**src/rtl/csr_pkg.sv**
```systemverilog
// rtl/csr_pkg.sv - CSR addresses, bit positions, cause codes and mstatus layout
package csr_pkg;

  localparam logic [11:0] CSR_MSTATUS = 12'h300;
  localparam logic [11:0] CSR_MIE     = 12'h304;
  localparam logic [11:0] CSR_MTVEC   = 12'h305;
  localparam logic [11:0] CSR_MEPC    = 12'h341;
  localparam logic [11:0] CSR_MCAUSE  = 12'h342;
  localparam logic [11:0] CSR_MIP     = 12'h344;
  localparam logic [11:0] CSR_MCYCLE  = 12'hB00;
  localparam logic [11:0] CSR_MCYCLEH = 12'hB80;

  localparam int MIE_BIT  = 3;
  localparam int MPIE_BIT = 7;
  localparam int MTI_BIT  = 7;
  localparam int MEI_BIT  = 11;

  localparam logic [31:0] CAUSE_MTI = 32'h8000_0007;
  localparam logic [31:0] CAUSE_MEI = 32'h8000_000B;

  // Reserved fields are only ever loaded with zero, so the struct reads back as mstatus directly.
  typedef struct packed {
    logic [23:0] rsv_hi;
    logic        mpie;
    logic [2:0]  rsv_mid;
    logic        mie;
    logic [2:0]  rsv_lo;
  } mstatus_t;

endpackage

```
**src/rtl/csr_cycle_counter.sv**
```systemverilog
// rtl/csr_cycle_counter.sv - 64-bit free-running cycle counter with per-half write ports
module csr_cycle_counter (
  input  logic        clk,
  input  logic        rst,
  input  logic        wr_lo,
  input  logic        wr_hi,
  input  logic [31:0] wdata,
  output logic [31:0] count_lo,
  output logic [31:0] count_hi
);

  logic lo_wrap;

  // A written low half does not wrap, so it never carries.
  assign lo_wrap = (count_lo == 32'hFFFF_FFFF) && !wr_lo;

  always_ff @(posedge clk) begin
    if (rst) begin
      count_lo <= '0;
      count_hi <= '0;
    end else begin
      count_lo <= wr_lo ? wdata : count_lo + 32'd1;
      if (wr_hi) begin
        count_hi <= wdata;
      end else if (lo_wrap) begin
        count_hi <= count_hi + 32'd1;
      end
    end
  end

endmodule

```
**src/rtl/csr_unit.sv**
```systemverilog
// rtl/csr_unit.sv - machine-mode CSR file with timer/external trap entry and mret redirect
module csr_unit
  import csr_pkg::*;
#(
  parameter logic [31:0] RESET_MTVEC = 32'h0000_0000,
  parameter logic [31:0] HARTID      = 32'd0
) (
  input  logic        clk,
  input  logic        rst,
  input  logic [11:0] addr,
  input  logic [31:0] wdata,
  input  logic [31:0] pc,
  input  logic        csr_rd,
  input  logic        csr_wr,
  input  logic        is_mret,
  input  logic        timer_intr,
  input  logic        ext_intr,
  output logic [31:0] rdata,
  output logic [31:0] epc,
  output logic        epc_taken
);

  mstatus_t    mstatus;
  logic        mtie, meie, mtip, meip;
  logic [31:0] mtvec, mepc, mcause;
  logic [31:0] cyc_lo, cyc_hi;
  logic        ext_pend, tmr_pend, irq, trap, wr_en;
  logic [31:0] cause, base, trap_target, rd_val;

  assign ext_pend    = mstatus.mie & meie & meip;
  assign tmr_pend    = mstatus.mie & mtie & mtip;
  assign irq         = ext_pend | tmr_pend;
  assign trap        = !rst && !is_mret && irq;
  assign cause       = ext_pend ? CAUSE_MEI : CAUSE_MTI;
  assign base        = {mtvec[31:2], 2'b00};
  assign trap_target = (mtvec[1:0] == 2'b01) ? base + {25'd0, cause[4:0], 2'b00} : base;
  assign epc_taken   = !rst && (is_mret || irq);
  assign epc         = trap ? trap_target : mepc;
  // The instruction in a redirect cycle is flushed, so its CSR write is dropped.
  assign wr_en       = csr_wr && !epc_taken;

  always_comb begin
    rd_val = '0;
    unique case (addr)
      CSR_MSTATUS: rd_val = mstatus;
      CSR_MIE:     begin rd_val[MTI_BIT] = mtie; rd_val[MEI_BIT] = meie; end
      CSR_MTVEC:   rd_val = mtvec;
      CSR_MEPC:    rd_val = mepc;
      CSR_MCAUSE:  rd_val = mcause;
      CSR_MIP:     begin rd_val[MTI_BIT] = mtip; rd_val[MEI_BIT] = meip; end
      CSR_MCYCLE:  rd_val = cyc_lo;
      CSR_MCYCLEH: rd_val = cyc_hi;
      // mhartid is not decoded; HARTID is reserved and contributes nothing.
      default:     rd_val = HARTID & 32'd0;
    endcase
  end

  assign rdata = csr_rd ? rd_val : '0;

  always_ff @(posedge clk) begin
    if (rst) begin
      mstatus <= '0;
      mtie    <= 1'b0;
      meie    <= 1'b0;
      mtip    <= 1'b0;
      meip    <= 1'b0;
      mtvec   <= RESET_MTVEC;
      mepc    <= '0;
      mcause  <= '0;
    end else begin
      mtip <= timer_intr;
      meip <= ext_intr;
      if (is_mret) begin
        mstatus.mie  <= mstatus.mpie;
        mstatus.mpie <= 1'b1;
      end else if (irq) begin
        mepc         <= pc;
        mcause       <= cause;
        mstatus.mpie <= mstatus.mie;
        mstatus.mie  <= 1'b0;
      end else if (wr_en) begin
        case (addr)
          CSR_MSTATUS: begin
            mstatus.mie  <= wdata[MIE_BIT];
            mstatus.mpie <= wdata[MPIE_BIT];
          end
          CSR_MIE: begin
            mtie <= wdata[MTI_BIT];
            meie <= wdata[MEI_BIT];
          end
          CSR_MTVEC:  mtvec  <= wdata;
          CSR_MEPC:   mepc   <= {wdata[31:2], 2'b00};
          CSR_MCAUSE: mcause <= wdata;
          default: ;
        endcase
      end
    end
  end

  csr_cycle_counter u_cycle (
    .clk      (clk),
    .rst      (rst),
    .wr_lo    (wr_en && (addr == CSR_MCYCLE)),
    .wr_hi    (wr_en && (addr == CSR_MCYCLEH)),
    .wdata    (wdata),
    .count_lo (cyc_lo),
    .count_hi (cyc_hi)
  );

endmodule

```
**config.mk**
```make
export PLATFORM = sky130hd
export DESIGN_NAME = csr_unit
export DESIGN_NICKNAME = d
export VERILOG_FILES = /design/src/rtl/csr_pkg.sv /design/src/rtl/csr_cycle_counter.sv /design/src/rtl/csr_unit.sv
export SDC_FILE = /design/constraint.sdc
export NUM_CORES = 1
export LEC_CHECK = 0
export CAP_MARGIN = 25
export CORE_MARGIN = 1
export CORE_UTILIZATION = 55
export CTS_CLUSTER_DIAMETER = 30
export CTS_CLUSTER_SIZE = 40
export DETAILED_ROUTE_END_ITERATION = 8
export GPL_TIMING_DRIVEN = 0
export PLACE_DENSITY = 0.81
export SLEW_MARGIN = 10
export SYNTH_ARGS = -nofsm -noshare
export SYNTH_HDL_FRONTEND = slang
export SYNTH_SLANG_ARGS = --single-unit
```
**constraint.sdc**
```tcl
create_clock -name clk -period 3.8 [get_ports clk]
set_input_delay 0.76 -clock clk [delete_from_list [all_inputs] [get_ports clk]]
set_output_delay 0.76 -clock clk [all_outputs]
set_load 0.05 [all_outputs]
```
* Yosys cells after proc, flatten, opt, wreduce, memory -nomap -nowiden *
Index checks and enable logic that the tools add are counted.

storage, ports and cells
  bits in registers = 166
  input port bits = 83
  output and inout bits = 65

cells by class
  reduce and logical (&&, ||, !) cells = 23
  add/sub/neg operators = 3
  equality and inequality tests = 10
  mux-type cells = 26
  bitwise operators = 7

operators with widths
  operator                                                number
  2-to-1 mux 32 bit                                       12
  one-hot mux 20 bit (5 select lines)                     1
  equality test 12 x 10 -> 1 bit (second input constant)  6
  adder 32 x 1 -> 32 bit (second input constant)          2
  one-hot mux 7 bit (6 select lines)                      1
  adder 32 x 6 -> 32 bit                                  1
  equality test 32 bit (second input constant)            1
  equality test 12 bit (second input constant)            2
  one-hot mux 3 bit (5 select lines)                      1
  2-to-1 mux 1 bit                                        8
  one-hot mux 1 bit (8 select lines)                      1
  AND reduction 4 bit                                     2
  nonzero test 2 bit                                      4
  logical AND 1 bit                                       7
  one-hot mux 1 bit (7 select lines)                      1
  AND reduction 3 bit                                     2
  nonzero test 3 bit                                      2
  AND 1 bit                                               4
  zero test 1 bit                                         4
  2-to-1 mux 4 bit                                        1
  equality test 2 x 1 -> 1 bit (second input constant)    1
  inverter 1 bit                                          2
  AND reduction 2 bit                                     1
  logical OR 1 bit                                        1
  OR 1 bit                                                1

* Depth between registers and ports, before layout *
  depth after elaboration = 12
  depth in mapped cells = 9

* Cells and area by module *
Synthesis repeated with hierarchy kept, for this count alone.

unflattened totals
  cells, all modules = 1299
  area, all modules = 10398.7 um^2

modules (own cells, without submodules)
  module             sequential area each (um^2)  cells each  times used  area each (um^2)
  csr_unit           2042.0                       825         1           6605.1
  csr_cycle_counter  1281.2                       474         1           3793.6

* Worst setup path after synthesis *
Ideal clock, no wire load.

  kind = register to output
  from = register mstatus[3] (netlist bit)
  to = output epc[20]
  cell stages (with the launch flop) = 10
  path buffers = 1
  arrival = 3146 ps
  setup slack = -106 ps
  path through = dfxtp_1 > buf_2 > nand3_1 > ha_1 > nor2b_1 > o21ai_0 > a2111oi_0 > nand4_1 > xor2_1 > o21ai_0

between the ends
  longest elaborated chain between the ends = 6
  elaborated cells between the ends (all ways) = 10
  those cells by class = add/sub (1); mux (3); bitwise (5); reduce/logical (1)

ends and longest elaborated chain
  what                     line            text
  from (decl)              csr_unit.sv:23  mstatus_t mstatus;
  AND 1 bit (2 in series)  csr_unit.sv:30  assign ext_pend = mstatus.mie & meie & meip;
  2-to-1 mux 4 bit         csr_unit.sv:34  assign cause = ext_pend ? CAUSE_MEI : CAUSE_MTI;
  adder 32 x 6 -> 32 bit   csr_unit.sv:36  assign trap_target = (mtvec[1:0] == 2'b01) ? base + {25'd0, cause[4:0], 2'b00} : base;
  2-to-1 mux 32 bit        csr_unit.sv:36
  2-to-1 mux 32 bit (*)    csr_unit.sv:38  assign epc = trap ? trap_target : mepc;
  to (decl)                csr_unit.sv:19  output logic [31:0] epc,

Every way passes the cells marked *; elsewhere a longest branch is shown, timed or not.

* Worst setup path after layout *
  from = register mstatus[3] (netlist bit)
  to = output epc[30]

Same word-level chain as after synthesis.

==> impl_metrics.yaml <==
status:
  run_status: "finished with violations"
  violations: "design-rule violations"
timing:
  finClkSkew_ns: 0.00698
  setup_tns_ns: 0
  timing.hold.ws_ns: 0.482
  worstMarginPinSlew_ns: 1.01
  slew_headroom_pct: 32.3
  fin_crit_ns: 3.78
  finalSetupViolations: 0
  rsz0062_at_grt: "true"
  fmaxAchievable_mhz: 265
  report.final.slew_viol_count: 0
  finalCritPeriodShare_pct: 99.5
  hold_viol: 0
floorplan:
  start_util_pct: 57.0
  io_pins: 148
  die_x_um: 134
  num_rows: 47
  core_area_um2: 16800
  die_y_um: 134
  dieArea_um2: 17900
synth:
  synth_seq_cells: 166
  ys_types: 59
  synth-edff-count: 0
  syn_nets: 1284
  synth_warnings: 0
  ys_seq_area_share_pct: 34.8
  synth.mux.area_fraction_pct: 7.52
  synth-compound-area-share_pct: 21.2
  synth_fa_ha_area_share_pct: 0.655
  synthSimpleGateAreaFrac_pct: 23.8
  synth_top_family_by_area: "simple AND/OR/NAND/NOR gates"
  synth_ff_type: "dfxtp_1"
  avgSynthCellArea_um2: 7.99
  synth_area_um2: 9550
  async_reset_ff_share_pct: 0
  syn-instance-count: 1196
  synth_xor_area_share_pct: 7.70
clocking:
  cts-root-buf: "clkbuf_16"
  clkTransAtPathRegs_ns: 0.07
  clock_latency_ns: 0.44
  clock-sinks: 166
  cts_inserted_buffers: 17
  cts_max_level: 4
  cts_buffer_depth: 2
  tritoncts: "yes"
route:
  drt-initial-drc-count: 1493
  viasPerCell: 6.75
  first_pass_iters: 9
  routed_wirelength_um: 36400
  num_vias: 10850
  route.met3.wl_um: 4160
  m1WireLength_um: 14100
  met2_length_um: 15700
  drt.antenna.violating_nets: 0
  drc: 1
  wl_per_cell_um: 22.6
  top_layer: "met4"
layout:
  nets: 1463
  fin_area_um2: 12300
  multi_input_area_um2: 6190
  regArea_um2: 3320
  n_antenna_cell: 0
  area_growth_pct: 29.3
  fill_cells: 1306
  drive_above_1_share_pct: 17.0
worst_setup_path:
  crit_type: "reg -> out"
  cp_num_buf_inv: 3
  required_ns: 3.04
  crit_chain: "clkbuf_4 -> nand3_4 -> ha_4 -> nor2b_1 -> o21ai_2 -> a2111oi_4 -> buf_2 -> nand4_1 -> xnor2_1 -> mux2_2 -> buf_2"
  cp_slowest_stage_delay_ns: 0.34
  path_common_cell: "buf_2"
  path_delay_family: "buffers and inverters"
  cp_data_arrival_time_ns: 3.02
  worstSetupEndpointType: "output port"
  critPathLaunchType: "flip-flop"
  path_max_fanout: 8
  cp_slowest_cell: "a2111oi_4"
power:
  combPwrFrac_pct: 6.7
  p_clk_share_pct: 46.7
  net-switching-power_w: 0.000912
  p_per_area_nw_per_um2: 304
  leakage_nw: 4.17
  switching_share_pct: 24.3
  p_int_w: 0.00285
  ir_drop_mv: 0.364
  seqPwrFrac_pct: 46.6
global_routing:
  grt_pass1_wl_um: 54300
  overflow: 0
  grt_pass1_vias: 9725
  grt_max_degree: 20
  grt_usage_pct: 39.7
  antenna_found_initial: 0
hold_path:
  hold_class: "reg -> reg"
placement:
  gp_congestion: 0.991
  io_buffers: 143
  dpl_cell_area_um2: 11300
  dp_hpwl_um: 26400
run:
  cap_violations: 0
==> stage by stage <==
step           total power [W]  util, %  setup WS (ns)  cells
6_report               0.00376     73.7         0.0207   1608
2_1_floorplan          0.00187        -         0.0222   1196
3_3_place_gp           0.00202     67.2          -1.21   1559
5_1_grt                0.00382     73.7        -0.0677   1608
3_5_place_dp           0.00202     67.2          -1.22   1560
4_1_cts                0.00372     72.3       -0.00407   1601
==> worst paths after layout <==
path | start | endpoint | slack (ns) | depth (start not counted)
max | mstatus[3] | epc[30] | 0.02 | 11
min | mcause[12] | mcause[12] | 0.48 | 1
max reg2reg | meip | u_cycle.count_hi[11] | 1.06 | 7
min reg2reg | mcause[12] | mcause[12] | 0.48 | 1
==> routing by layer <==
layer	vias up	GRT usage, %
met1	5077	52.0
li1	4717	-
met2	860	60.6
met5	-	0
met3	196	6.95
met4	0	25.0
==> synth_stat cells (all sizes together), types with 5 or more instances <==
library cell    n  area (um^2)
inv            18         67.6
nand3          41          210
nor3           32          160
and4            8         70.1
nor4           18          174
a221oi         11         96.3
and3           10         62.6
buf            16         83.8
xnor2          57          499
or3             8         50.1
clkbuf         69          260
and2            8         50.1
nor2          141          529
ha              5         62.6
a222oi         21          210
nand2         171          642
a211oi         85          638
a21oi          72          364
dfxtp         166         3320
o21ai          39          195
nand4          24          156
xor2           27          236
mux2           22          248
nor2b           5         31.3
a22o           32          280
mux2i          47          470
==> registers in the layout, summed over array words and instances (netlist names) <==
register,cells
mcause,32
meie,1
meip,1
mepc,32
mstatus,2
mtie,1
mtip,1
mtvec,32
u_cycle.count_hi,32
u_cycle.count_lo,32
==> cell type report <==
class,count,share of cell area [%]
multi-input cells,927,50.1
inverters,18,0.547
repair buffers,162,11.9
plain buffers,83,3.46
well taps,220,2.23
clock inverters,9,0.750
flip-flops and latches,166,26.9
clock buffers,23,4.03
==> power by group through the flow <==
stage | clock, W | sequential [W] | combinational [W]
6_report | 0.00175 | 0.00175 | 0.000254
5_1_grt | 0.00181 | 0.00175 | 0.000261
4_1_cts | 0.00173 | 0.00175 | 0.000239
3_5_place_dp | 0 | 0.00179 | 0.000235
3_3_place_gp | 0 | 0.00179 | 0.000234
2_1_floorplan | 0 | 0.00179 | 0.0000794
==> placed cells by master (no fill, tap or decap), types with 31 or more instances in the layout <==
cell type / Yosys / final
nand2_1: 171 / 170
clkbuf_1: 68 / 47
dfxtp_1: 166 / 166
nand3_1: 40 / 39
mux2i_1: 47 / 47
a21oi_1: 71 / 44
nor3_1: 32 / 31
xnor2_1: 57 / 57
clkdlybuf4s50_1: 0 / 74
a22o_1: 32 / 32
nor2_1: 141 / 140
a211oi_1: 85 / 85
==> logic make-up after synthesis <==
family / after synthesis
multiplexers: 69
XOR/XNOR: 84
flip-flops: 166
AO/OA/AOI/OAI: 287
adder cells (fa/ha/maj): 5
AND/OR/NAND/NOR: 482
buffers and inverters: 103
==> repair_timing <==
item / in CTS / in global routing
hold buffers: 0 / 0
endpoints found under the setup margin: 65 / 61
gates resized for setup: 368 / 139
pin swaps: 9 / 11
gates cloned: 1 / 1
setup buffers: 10 / 6
Note: power is estimated with default switching activity, not from simulation.
